**config.mk**
```make
export PLATFORM = sky130hd
export DESIGN_NAME = axi_lite_master_flat
export DESIGN_NICKNAME = d
export VERILOG_FILES = /design/src/rtl/axi_lite_master_if.sv /design/src/rtl/axi_lite_master.sv /design/src/flat_wrapper.sv
export SDC_FILE = /design/constraint.sdc
export NUM_CORES = 1
export LEC_CHECK = 0
export ABC_CLOCK_PERIOD_IN_PS = 3300
export CAP_MARGIN = 5
export CORE_MARGIN = 2
export CORE_UTILIZATION = 57
export CTS_CLUSTER_DIAMETER = 200
export DETAILED_ROUTE_END_ITERATION = 12
export DONT_BUFFER_PORTS = 1
export GPL_ROUTABILITY_DRIVEN = 0
export PLACE_DENSITY_LB_ADDON = 0.25
export SETUP_SLACK_MARGIN = 0.5
export SLEW_MARGIN = 10
export SYNTH_ARGS = -nofsm -noshare
export SYNTH_HDL_FRONTEND = slang
export SYNTH_SLANG_ARGS = --single-unit
export TNS_END_PERCENT = 30
```
**constraint.sdc**
```tcl
create_clock -name clk -period 3.3 [get_ports clk]
set_clock_uncertainty 0.05 [all_clocks]
set_input_delay 0.66 -clock clk [delete_from_list [all_inputs] [get_ports clk]]
set_output_delay 0.66 -clock clk [all_outputs]
set_load 0.1 [all_outputs]
```
**src/rtl/axi_lite_master_if.sv**
```systemverilog
// AXI4-Lite bus bundle between a single-beat initiator and a register-block slave port.
interface axi_lite_master_if #(
    parameter int C_M_AXI_ADDR_WIDTH = 9,
    parameter int C_M_AXI_DATA_WIDTH = 32
);
    // Write address channel
    logic [C_M_AXI_ADDR_WIDTH-1:0]     M_AXI_AWADDR;
    logic [2:0]                        M_AXI_AWPROT;
    logic                              M_AXI_AWVALID;
    logic                              M_AXI_AWREADY;
    // Write data channel
    logic [C_M_AXI_DATA_WIDTH-1:0]     M_AXI_WDATA;
    logic [C_M_AXI_DATA_WIDTH/8-1:0]   M_AXI_WSTRB;
    logic                              M_AXI_WVALID;
    logic                              M_AXI_WREADY;
    // Write response channel
    logic [1:0]                        M_AXI_BRESP;
    logic                              M_AXI_BVALID;
    logic                              M_AXI_BREADY;
    // Read address channel
    logic [C_M_AXI_ADDR_WIDTH-1:0]     M_AXI_ARADDR;
    logic [2:0]                        M_AXI_ARPROT;
    logic                              M_AXI_ARVALID;
    logic                              M_AXI_ARREADY;
    // Read data channel
    logic [C_M_AXI_DATA_WIDTH-1:0]     M_AXI_RDATA;
    logic [1:0]                        M_AXI_RRESP;
    logic                              M_AXI_RVALID;
    logic                              M_AXI_RREADY;

    modport master (
        output M_AXI_AWADDR, M_AXI_AWPROT, M_AXI_AWVALID,
        input  M_AXI_AWREADY,
        output M_AXI_WDATA, M_AXI_WSTRB, M_AXI_WVALID,
        input  M_AXI_WREADY,
        input  M_AXI_BRESP, M_AXI_BVALID,
        output M_AXI_BREADY,
        output M_AXI_ARADDR, M_AXI_ARPROT, M_AXI_ARVALID,
        input  M_AXI_ARREADY,
        input  M_AXI_RDATA, M_AXI_RRESP, M_AXI_RVALID,
        output M_AXI_RREADY
    );

    modport slave (
        input  M_AXI_AWADDR, M_AXI_AWPROT, M_AXI_AWVALID,
        output M_AXI_AWREADY,
        input  M_AXI_WDATA, M_AXI_WSTRB, M_AXI_WVALID,
        output M_AXI_WREADY,
        output M_AXI_BRESP, M_AXI_BVALID,
        input  M_AXI_BREADY,
        input  M_AXI_ARADDR, M_AXI_ARPROT, M_AXI_ARVALID,
        output M_AXI_ARREADY,
        output M_AXI_RDATA, M_AXI_RRESP, M_AXI_RVALID,
        input  M_AXI_RREADY
    );
endinterface

```
**src/rtl/axi_lite_master.sv**
```systemverilog
// Single-beat AXI4-Lite initiator: one read or write at a time from a command port,
// with a per-transaction timeout so a hung slave cannot wedge the command side.
//
// state   | meaning
// --------+-----------------------------------------------------------
// IDLE    | cmd_ready high, waiting for a command
// WR_REQ  | AWVALID/WVALID outstanding, each drops on its own handshake
// WR_RESP | BREADY high, waiting for BVALID
// RD_REQ  | ARVALID high, waiting for ARREADY
// RD_RESP | RREADY high, waiting for RVALID
// DONE    | rsp_valid high for this single cycle
module axi_lite_master #(
    parameter int C_M_AXI_ADDR_WIDTH = 9,
    parameter int C_M_AXI_DATA_WIDTH = 32,
    parameter int C_TIMEOUT_CYCLES   = 256
) (
    input  logic                            clk,
    input  logic                            rst,
    input  logic                            cmd_valid,
    output logic                            cmd_ready,
    input  logic                            cmd_write,
    input  logic [C_M_AXI_ADDR_WIDTH-1:0]   cmd_addr,
    input  logic [C_M_AXI_DATA_WIDTH-1:0]   cmd_wdata,
    input  logic [C_M_AXI_DATA_WIDTH/8-1:0] cmd_wstrb,
    output logic                            rsp_valid,
    output logic                            rsp_write,
    output logic [C_M_AXI_DATA_WIDTH-1:0]   rsp_rdata,
    output logic [1:0]                      rsp_resp,
    output logic                            rsp_timeout,
    axi_lite_master_if.master               m_axi
);

    typedef enum logic [2:0] {
        IDLE    = 3'd0,
        WR_REQ  = 3'd1,
        WR_RESP = 3'd2,
        RD_REQ  = 3'd3,
        RD_RESP = 3'd4,
        DONE    = 3'd5
    } state_t;

    localparam int        STRB_WIDTH = C_M_AXI_DATA_WIDTH / 8;
    localparam bit        TMO_EN     = (C_TIMEOUT_CYCLES != 0);
    // Abort fires on the edge where the cycle count would reach the limit.
    localparam logic [15:0] TMO_LAST = 16'(C_TIMEOUT_CYCLES - 1);
    localparam logic [1:0]  RESP_SLVERR = 2'b10;

    state_t                          state_q, state_d;
    logic [C_M_AXI_ADDR_WIDTH-1:0]   addr_q, addr_d;
    logic [C_M_AXI_DATA_WIDTH-1:0]   wdata_q, wdata_d;
    logic [STRB_WIDTH-1:0]           wstrb_q, wstrb_d;
    logic                            write_q, write_d;
    logic                            awvalid_q, awvalid_d;
    logic                            wvalid_q, wvalid_d;
    logic                            bready_q, bready_d;
    logic                            arvalid_q, arvalid_d;
    logic                            rready_q, rready_d;
    logic                            rsp_valid_q, rsp_valid_d;
    logic [C_M_AXI_DATA_WIDTH-1:0]   rdata_q, rdata_d;
    logic [1:0]                      resp_q, resp_d;
    logic                            timeout_q, timeout_d;
    logic [15:0]                     cnt_q, cnt_d;

    logic busy;
    logic aw_done;
    logic w_done;
    logic timeout_hit;

    assign busy = (state_q == WR_REQ) || (state_q == WR_RESP) ||
                  (state_q == RD_REQ) || (state_q == RD_RESP);

    // A channel counts as done if it already handshook or handshakes this edge.
    assign aw_done = !awvalid_q || m_axi.M_AXI_AWREADY;
    assign w_done  = !wvalid_q  || m_axi.M_AXI_WREADY;

    assign timeout_hit = TMO_EN && busy && (cnt_q == TMO_LAST);

    // Command port is open only in IDLE and never while reset is held.
    assign cmd_ready = (state_q == IDLE) && !rst;

    assign m_axi.M_AXI_AWADDR  = addr_q;
    assign m_axi.M_AXI_AWPROT  = 3'b000;
    assign m_axi.M_AXI_AWVALID = awvalid_q;
    assign m_axi.M_AXI_WDATA   = wdata_q;
    assign m_axi.M_AXI_WSTRB   = wstrb_q;
    assign m_axi.M_AXI_WVALID  = wvalid_q;
    assign m_axi.M_AXI_BREADY  = bready_q;
    assign m_axi.M_AXI_ARADDR  = addr_q;
    assign m_axi.M_AXI_ARPROT  = 3'b000;
    assign m_axi.M_AXI_ARVALID = arvalid_q;
    assign m_axi.M_AXI_RREADY  = rready_q;

    assign rsp_valid   = rsp_valid_q;
    assign rsp_write   = write_q;
    assign rsp_rdata   = rdata_q;
    assign rsp_resp    = resp_q;
    assign rsp_timeout = timeout_q;

    // Next-state and next-output decode; abort overrides any in-flight progress.
    always_comb begin
        state_d     = state_q;
        addr_d      = addr_q;
        wdata_d     = wdata_q;
        wstrb_d     = wstrb_q;
        write_d     = write_q;
        awvalid_d   = awvalid_q;
        wvalid_d    = wvalid_q;
        bready_d    = bready_q;
        arvalid_d   = arvalid_q;
        rready_d    = rready_q;
        rsp_valid_d = 1'b0;
        rdata_d     = rdata_q;
        resp_d      = resp_q;
        timeout_d   = timeout_q;
        cnt_d       = busy ? (cnt_q + 16'd1) : cnt_q;

        case (state_q)
            IDLE: begin
                if (cmd_valid) begin
                    addr_d    = cmd_addr;
                    wdata_d   = cmd_wdata;
                    wstrb_d   = cmd_wstrb;
                    write_d   = cmd_write;
                    cnt_d     = '0;
                    rdata_d   = '0;
                    resp_d    = 2'b00;
                    timeout_d = 1'b0;
                    if (cmd_write) begin
                        state_d   = WR_REQ;
                        awvalid_d = 1'b1;
                        wvalid_d  = 1'b1;
                    end else begin
                        state_d   = RD_REQ;
                        arvalid_d = 1'b1;
                    end
                end
            end
            WR_REQ: begin
                if (awvalid_q && m_axi.M_AXI_AWREADY) awvalid_d = 1'b0;
                if (wvalid_q && m_axi.M_AXI_WREADY)   wvalid_d  = 1'b0;
                if (aw_done && w_done) begin
                    state_d  = WR_RESP;
                    bready_d = 1'b1;
                end
            end
            WR_RESP: begin
                if (m_axi.M_AXI_BVALID) begin
                    resp_d      = m_axi.M_AXI_BRESP;
                    bready_d    = 1'b0;
                    state_d     = DONE;
                    rsp_valid_d = 1'b1;
                end
            end
            RD_REQ: begin
                if (m_axi.M_AXI_ARREADY) begin
                    arvalid_d = 1'b0;
                    rready_d  = 1'b1;
                    state_d   = RD_RESP;
                end
            end
            RD_RESP: begin
                if (m_axi.M_AXI_RVALID) begin
                    rdata_d     = m_axi.M_AXI_RDATA;
                    resp_d      = m_axi.M_AXI_RRESP;
                    rready_d    = 1'b0;
                    state_d     = DONE;
                    rsp_valid_d = 1'b1;
                end
            end
            DONE: begin
                state_d = IDLE;
            end
            default: begin
                state_d = IDLE;
            end
        endcase

        // A genuine response on the limit edge is kept; otherwise the slave is abandoned.
        if (timeout_hit && (state_d != DONE)) begin
            awvalid_d   = 1'b0;
            wvalid_d    = 1'b0;
            bready_d    = 1'b0;
            arvalid_d   = 1'b0;
            rready_d    = 1'b0;
            rdata_d     = '0;
            resp_d      = RESP_SLVERR;
            timeout_d   = 1'b1;
            state_d     = DONE;
            rsp_valid_d = 1'b1;
        end
    end

    // State and registered outputs; reset drops every handshake immediately.
    always_ff @(posedge clk or posedge rst) begin
        if (rst) begin
            state_q     <= IDLE;
            addr_q      <= '0;
            wdata_q     <= '0;
            wstrb_q     <= '0;
            write_q     <= 1'b0;
            awvalid_q   <= 1'b0;
            wvalid_q    <= 1'b0;
            bready_q    <= 1'b0;
            arvalid_q   <= 1'b0;
            rready_q    <= 1'b0;
            rsp_valid_q <= 1'b0;
            rdata_q     <= '0;
            resp_q      <= 2'b00;
            timeout_q   <= 1'b0;
            cnt_q       <= '0;
        end else begin
            state_q     <= state_d;
            addr_q      <= addr_d;
            wdata_q     <= wdata_d;
            wstrb_q     <= wstrb_d;
            write_q     <= write_d;
            awvalid_q   <= awvalid_d;
            wvalid_q    <= wvalid_d;
            bready_q    <= bready_d;
            arvalid_q   <= arvalid_d;
            rready_q    <= rready_d;
            rsp_valid_q <= rsp_valid_d;
            rdata_q     <= rdata_d;
            resp_q      <= resp_d;
            timeout_q   <= timeout_d;
            cnt_q       <= cnt_d;
        end
    end

endmodule

```
**src/flat_wrapper.sv**
```systemverilog
// flat-port wrapper written by rule: the top's interface ports become plain ports
module axi_lite_master_flat 
#(
    parameter int C_M_AXI_ADDR_WIDTH = 9,
    parameter int C_M_AXI_DATA_WIDTH = 32,
    parameter int C_TIMEOUT_CYCLES   = 256
)
  (clk, rst, cmd_valid, cmd_ready, cmd_write, cmd_addr, cmd_wdata, cmd_wstrb, rsp_valid, rsp_write, rsp_rdata, rsp_resp, rsp_timeout, m_axi_M_AXI_AWADDR, m_axi_M_AXI_AWPROT, m_axi_M_AXI_AWVALID, m_axi_M_AXI_AWREADY, m_axi_M_AXI_WDATA, m_axi_M_AXI_WSTRB, m_axi_M_AXI_WVALID, m_axi_M_AXI_WREADY, m_axi_M_AXI_BRESP, m_axi_M_AXI_BVALID, m_axi_M_AXI_BREADY, m_axi_M_AXI_ARADDR, m_axi_M_AXI_ARPROT, m_axi_M_AXI_ARVALID, m_axi_M_AXI_ARREADY, m_axi_M_AXI_RDATA, m_axi_M_AXI_RRESP, m_axi_M_AXI_RVALID, m_axi_M_AXI_RREADY);
  axi_lite_master_if #(.C_M_AXI_ADDR_WIDTH(C_M_AXI_ADDR_WIDTH), .C_M_AXI_DATA_WIDTH(C_M_AXI_DATA_WIDTH)) m_axi_i ();
  input  logic clk;
  input  logic rst;
  input  logic cmd_valid;
  output logic cmd_ready;
  input  logic cmd_write;
  input  logic [C_M_AXI_ADDR_WIDTH-1:0] cmd_addr;
  input  logic [C_M_AXI_DATA_WIDTH-1:0] cmd_wdata;
  input  logic [C_M_AXI_DATA_WIDTH/8-1:0] cmd_wstrb;
  output logic rsp_valid;
  output logic rsp_write;
  output logic [C_M_AXI_DATA_WIDTH-1:0] rsp_rdata;
  output logic [1:0] rsp_resp;
  output logic rsp_timeout;
  output wire logic [$bits(m_axi_i.M_AXI_AWADDR)-1:0] m_axi_M_AXI_AWADDR;
  output wire logic [$bits(m_axi_i.M_AXI_AWPROT)-1:0] m_axi_M_AXI_AWPROT;
  output wire logic [$bits(m_axi_i.M_AXI_AWVALID)-1:0] m_axi_M_AXI_AWVALID;
  input wire logic [$bits(m_axi_i.M_AXI_AWREADY)-1:0] m_axi_M_AXI_AWREADY;
  output wire logic [$bits(m_axi_i.M_AXI_WDATA)-1:0] m_axi_M_AXI_WDATA;
  output wire logic [$bits(m_axi_i.M_AXI_WSTRB)-1:0] m_axi_M_AXI_WSTRB;
  output wire logic [$bits(m_axi_i.M_AXI_WVALID)-1:0] m_axi_M_AXI_WVALID;
  input wire logic [$bits(m_axi_i.M_AXI_WREADY)-1:0] m_axi_M_AXI_WREADY;
  input wire logic [$bits(m_axi_i.M_AXI_BRESP)-1:0] m_axi_M_AXI_BRESP;
  input wire logic [$bits(m_axi_i.M_AXI_BVALID)-1:0] m_axi_M_AXI_BVALID;
  output wire logic [$bits(m_axi_i.M_AXI_BREADY)-1:0] m_axi_M_AXI_BREADY;
  output wire logic [$bits(m_axi_i.M_AXI_ARADDR)-1:0] m_axi_M_AXI_ARADDR;
  output wire logic [$bits(m_axi_i.M_AXI_ARPROT)-1:0] m_axi_M_AXI_ARPROT;
  output wire logic [$bits(m_axi_i.M_AXI_ARVALID)-1:0] m_axi_M_AXI_ARVALID;
  input wire logic [$bits(m_axi_i.M_AXI_ARREADY)-1:0] m_axi_M_AXI_ARREADY;
  input wire logic [$bits(m_axi_i.M_AXI_RDATA)-1:0] m_axi_M_AXI_RDATA;
  input wire logic [$bits(m_axi_i.M_AXI_RRESP)-1:0] m_axi_M_AXI_RRESP;
  input wire logic [$bits(m_axi_i.M_AXI_RVALID)-1:0] m_axi_M_AXI_RVALID;
  output wire logic [$bits(m_axi_i.M_AXI_RREADY)-1:0] m_axi_M_AXI_RREADY;
  assign m_axi_M_AXI_AWADDR = m_axi_i.M_AXI_AWADDR;
  assign m_axi_M_AXI_AWPROT = m_axi_i.M_AXI_AWPROT;
  assign m_axi_M_AXI_AWVALID = m_axi_i.M_AXI_AWVALID;
  assign m_axi_i.M_AXI_AWREADY = m_axi_M_AXI_AWREADY;
  assign m_axi_M_AXI_WDATA = m_axi_i.M_AXI_WDATA;
  assign m_axi_M_AXI_WSTRB = m_axi_i.M_AXI_WSTRB;
  assign m_axi_M_AXI_WVALID = m_axi_i.M_AXI_WVALID;
  assign m_axi_i.M_AXI_WREADY = m_axi_M_AXI_WREADY;
  assign m_axi_i.M_AXI_BRESP = m_axi_M_AXI_BRESP;
  assign m_axi_i.M_AXI_BVALID = m_axi_M_AXI_BVALID;
  assign m_axi_M_AXI_BREADY = m_axi_i.M_AXI_BREADY;
  assign m_axi_M_AXI_ARADDR = m_axi_i.M_AXI_ARADDR;
  assign m_axi_M_AXI_ARPROT = m_axi_i.M_AXI_ARPROT;
  assign m_axi_M_AXI_ARVALID = m_axi_i.M_AXI_ARVALID;
  assign m_axi_i.M_AXI_ARREADY = m_axi_M_AXI_ARREADY;
  assign m_axi_i.M_AXI_RDATA = m_axi_M_AXI_RDATA;
  assign m_axi_i.M_AXI_RRESP = m_axi_M_AXI_RRESP;
  assign m_axi_i.M_AXI_RVALID = m_axi_M_AXI_RVALID;
  assign m_axi_M_AXI_RREADY = m_axi_i.M_AXI_RREADY;
  axi_lite_master #(.C_M_AXI_ADDR_WIDTH(C_M_AXI_ADDR_WIDTH), .C_M_AXI_DATA_WIDTH(C_M_AXI_DATA_WIDTH), .C_TIMEOUT_CYCLES(C_TIMEOUT_CYCLES)) u_core (.clk(clk), .rst(rst), .cmd_valid(cmd_valid), .cmd_ready(cmd_ready), .cmd_write(cmd_write), .cmd_addr(cmd_addr), .cmd_wdata(cmd_wdata), .cmd_wstrb(cmd_wstrb), .rsp_valid(rsp_valid), .rsp_write(rsp_write), .rsp_rdata(rsp_rdata), .rsp_resp(rsp_resp), .rsp_timeout(rsp_timeout), .m_axi(m_axi_i));
endmodule
```
==> results.py <==
metrics = {
    "timing": {
        "pins_over_their_slew_limit": 0,
        "timing.final.hold_violations": 0,
        "setup_viol_count_final": 0,
        "grt_setup_unrepaired": "no",
        "setup-tns-final_ps": 0,
        "timing.final.crit_period_ps": 2616,
        "timing.final.crit_share_pct": 79.26,
        "fmax_mhz": 382.3,
        "slew_at_the_pin_closest_to_its_max_slew_limit_ps": 964.6,
        "slew_headroom_pct": 35.70,
    },
    "logic_synthesis": {
        "synth_top_cell_area_share_pct": 54.12,
        "synthDistinctLibCells": 53,
        "synth_seq_cells": 106,
        "synth-edff-count": 0,
        "synth_async_sr_flop_share_pct": 100.0,
        "synthesis.area_per_instance_um2": 9.127,
        "postSynthCellCount": 537,
        "synth.cell_area_um2": 4901,
        "yosysTopAreaCell": "sky130_fd_sc_hd__dfrtp_1",
        "ys_seq_area_share_pct": 54.12,
        "number_of_warning_messages_in_the_yosys_log": 0,
        "synth_top_cells_by_area": "sky130_fd_sc_hd__dfrtp_1 (54%), sky130_fd_sc_hd__nand2_1 (14%), sky130_fd_sc_hd__a22oi_1 (4.9%)",
        "synthFlopType": "sky130_fd_sc_hd__dfrtp_1",
    },
    "routing": {
        "drtIter0Drc": 272,
        "route.antenna.remaining_nets": 0,
        "post-route-drc-count": 0,
        "drt_pre_antenna_iters": 5,
        "drt-total-wl_um": 11090,
        "detail_route.wl_per_cell_um": 17.74,
        "post_drt_via_cell_ratio": 6.048,
        "num_vias": 3780,
    },
    "critical_path": {
        "r2r.worst_path.cells": 4,
        "setup.reg_to_reg.worst_slack_ps": 920,
        "path_max_fanout": 18,
        "crit_required_ps": 2590,
        "critPathArrivalTime_ps": 1910,
        "critical_path.reg2reg.startpoint": "u_core.state_q[0]",
        "worst_r2r_endpoint": "u_core.rsp_valid",
        "cp-start-kind": "flop",
        "timing.setup.critical_path_class": "reg -> out",
        "crit_path_end_kind": "primary output",
    },
    "clock_network": {
        "clock_latency_ps": 370,
        "htree_levels": 3,
        "clock_path_buffers": 2,
        "clock_pin_slew_on_the_worst_setup_and_hold_paths_ps": 110,
        "post_cts_resize_count": 0,
        "cts.repair_timing.setup_buffer_count": 0,
        "clock-sinks": 106,
        "post_cts_hold_buffer_count": 0,
        "cts_inserted_buffers": 9,
        "cts-root-buf": "sky130_fd_sc_hd__clkbuf_8",
        "cts_tree": "built",
    },
    "floorplan": {
        "rows": 33,
        "effective_utilization_at_floorplan_pct": 59.35,
        "design.portCount": 193,
        "die_w_um": 96.73,
        "die_h_um": 96.73,
        "design.die.area_um2": 9356,
        "design.core.area_um2": 8258,
    },
    "run": {
        "max_cap_viol_count": 0,
    },
    "grt": {
        "grt-ovfl-total": 0,
        "number_of_global_route_vias_before_repair": 3681,
        "maximum_number_of_pins_on_one_net_before_global_route_repair": 107,
        "grt_pass1_wl_um": 18240,
        "antenna_found_initial": 0,
        "grt.total_usage_pct": 23.72,
    },
    "final_layout": {
        "diodes": 0,
        "layout-area-overhead-vs-synth_pct": 4.800,
        "finalNetCount": 606,
        "final_layout_size_suffix_gt1_share_pct": 9.808,
    },
    "placement": {
        "buffer_ports.inserted": 0,
        "dp.final_hpwl_um": 7709,
    },
    "run_status": {
        "run_status": "completed",
    },
    "min_path": {
        "min_path_type": "in -> async",
    },
}
[area by class of cell]
type / instances / area [µm²]
clock buffer: 10 / 137.6
clock inverter: 6 / 82.58
fill: 704 / 3122
inverter: 8 / 33.78
multi-input combinational: 379 / 1991
sequential: 106 / 2665
tap: 105 / 131.4
timing repair buffer: 11 / 95.09
[per-stage QoR]
step | setup slack (ps) | utilization, % | instance area [µm²] | cells | hold WS [ps]
finish | 684.5 | 62.20 | 5136 | 625 | 233.8
global route | 570.4 | 62.20 | 5136 | 625 | 296.2
CTS | 525.3 | 62.12 | 5130 | 625 | 281.8
detailed placement | 870.4 | 59.45 | 4910 | 609 | 490.9
global placement | 942.6 | 59.45 | 4910 | 609 | 475.1
floorplan | 355.4 | - | 4923 | 542 | 447.7
[sequential cells by signal (all words and copies together), names as in the netlist]
| signal | flops |
|---|---|
| u_core.m_axi.M_AXI_ARVALID | 1 |
| u_core.m_axi.M_AXI_AWVALID | 1 |
| u_core.rsp_rdata | 32 |
| u_core.m_axi.M_AXI_ARADDR | 9 |
| u_core.state_q | 3 |
| u_core.rsp_valid | 1 |
| u_core.m_axi.M_AXI_RREADY | 1 |
| u_core.cnt_q | 16 |
| u_core.m_axi.M_AXI_WSTRB | 4 |
| u_core.m_axi.M_AXI_BREADY | 1 |
| u_core.rsp_timeout | 1 |
| u_core.rsp_write | 1 |
| u_core.m_axi.M_AXI_WVALID | 1 |
| u_core.rsp_resp | 2 |
| u_core.m_axi.M_AXI_WDATA | 32 |
[cells in the final DEF, fill, tap and decap left out, types with 2 or more instances in the layout]
cell type,count
sky130_fd_sc_hd__o21ai_2,2
sky130_fd_sc_hd__nor2_2,2
sky130_fd_sc_hd__or4_1,2
sky130_fd_sc_hd__dfrtp_2,10
sky130_fd_sc_hd__nand4_1,4
sky130_fd_sc_hd__a221oi_1,2
sky130_fd_sc_hd__nor4_1,3
sky130_fd_sc_hd__nand2b_1,8
sky130_fd_sc_hd__xor2_1,4
sky130_fd_sc_hd__and3_1,5
sky130_fd_sc_hd__nand3_1,4
sky130_fd_sc_hd__a22oi_1,32
sky130_fd_sc_hd__nor2_1,12
sky130_fd_sc_hd__o31ai_1,2
sky130_fd_sc_hd__o21ai_0,37
sky130_fd_sc_hd__clkinvlp_4,2
sky130_fd_sc_hd__o21ai_1,4
sky130_fd_sc_hd__nor3_1,2
sky130_fd_sc_hd__a31oi_1,3
sky130_fd_sc_hd__o22ai_1,2
sky130_fd_sc_hd__inv_1,7
sky130_fd_sc_hd__a21oi_1,14
sky130_fd_sc_hd__or2_2,3
sky130_fd_sc_hd__clkbuf_8,10
sky130_fd_sc_hd__nand3b_1,4
sky130_fd_sc_hd__mux2i_1,6
sky130_fd_sc_hd__and4_1,2
sky130_fd_sc_hd__nand2_1,183
sky130_fd_sc_hd__or3_1,3
sky130_fd_sc_hd__a211oi_1,4
sky130_fd_sc_hd__dfrtp_1,96
sky130_fd_sc_hd__xnor2_1,3
sky130_fd_sc_hd__conb_1,6
sky130_fd_sc_hd__buf_4,10
sky130_fd_sc_hd__nand4b_1,2
[how the worst max path moves through the flow]
| stage | from | end | slack [ps] |
|---|---|---|---|
| 2_1_floorplan | u_core.state_q[1] | cmd_ready | 360 |
| 6_report | u_core.state_q[1] | cmd_ready | 680 |
| 4_1_cts | u_core.state_q[2] | cmd_ready | 530 |
| 3_5_place_dp | u_core.state_q[2] | u_core.state_q[0] | 870 |
| 5_1_grt | u_core.state_q[1] | cmd_ready | 570 |
| 3_3_place_gp | u_core.state_q[2] | u_core.state_q[0] | 940 |
[cell families after synthesis]
| group | after synthesis | synth area share (%) |
|---|---|---|
| buffers and inverters | 57 | 6.152 |
| AO/OA/AOI/OAI | 112 | 14.68 |
| AND/OR/NAND/NOR | 247 | 22.24 |
| other | 1 | 0.07652 |
| adder cells (fa/ha/maj) | 1 | 0.2553 |
| flip-flops | 106 | 54.12 |
| XOR/XNOR | 7 | 1.251 |
| multiplexers | 6 | 1.225 |
[synth_stat cells (all sizes together), types with 2 or more instances]
library cell  number
xnor2              3
dfrtp            106
or2                3
nor4               3
and3               6
clkbuf            20
nand3              4
a221oi             2
or4                3
nor2              14
o31ai              3
o22ai              2
nand4b             2
buf               29
mux2i              6
a22oi             32
nand3b             4
nand2            183
and4               2
a211oi             4
inv                8
nand4              5
or3                4
nor3               2
nand2b             8
a21oi             14
xor2               4
o21ai             43
a31oi              3
[critical path, stage by stage (launching register included)]
cell	delay, ps
sky130_fd_sc_hd__dfrtp_1	620
sky130_fd_sc_hd__or3_4	530
sky130_fd_sc_hd__nor2_2	90
sky130_fd_sc_hd__buf_4	290
[layer usage]
metal,track usage (%),routed length [µm]
met1,31.29,4481
met2,38.30,5490
met3,6.936,897
met4,7.151,218
met5,0,0
Power is not shown: default switching activity piles up to over one toggle a cycle in this logic, so the estimate is an artifact.
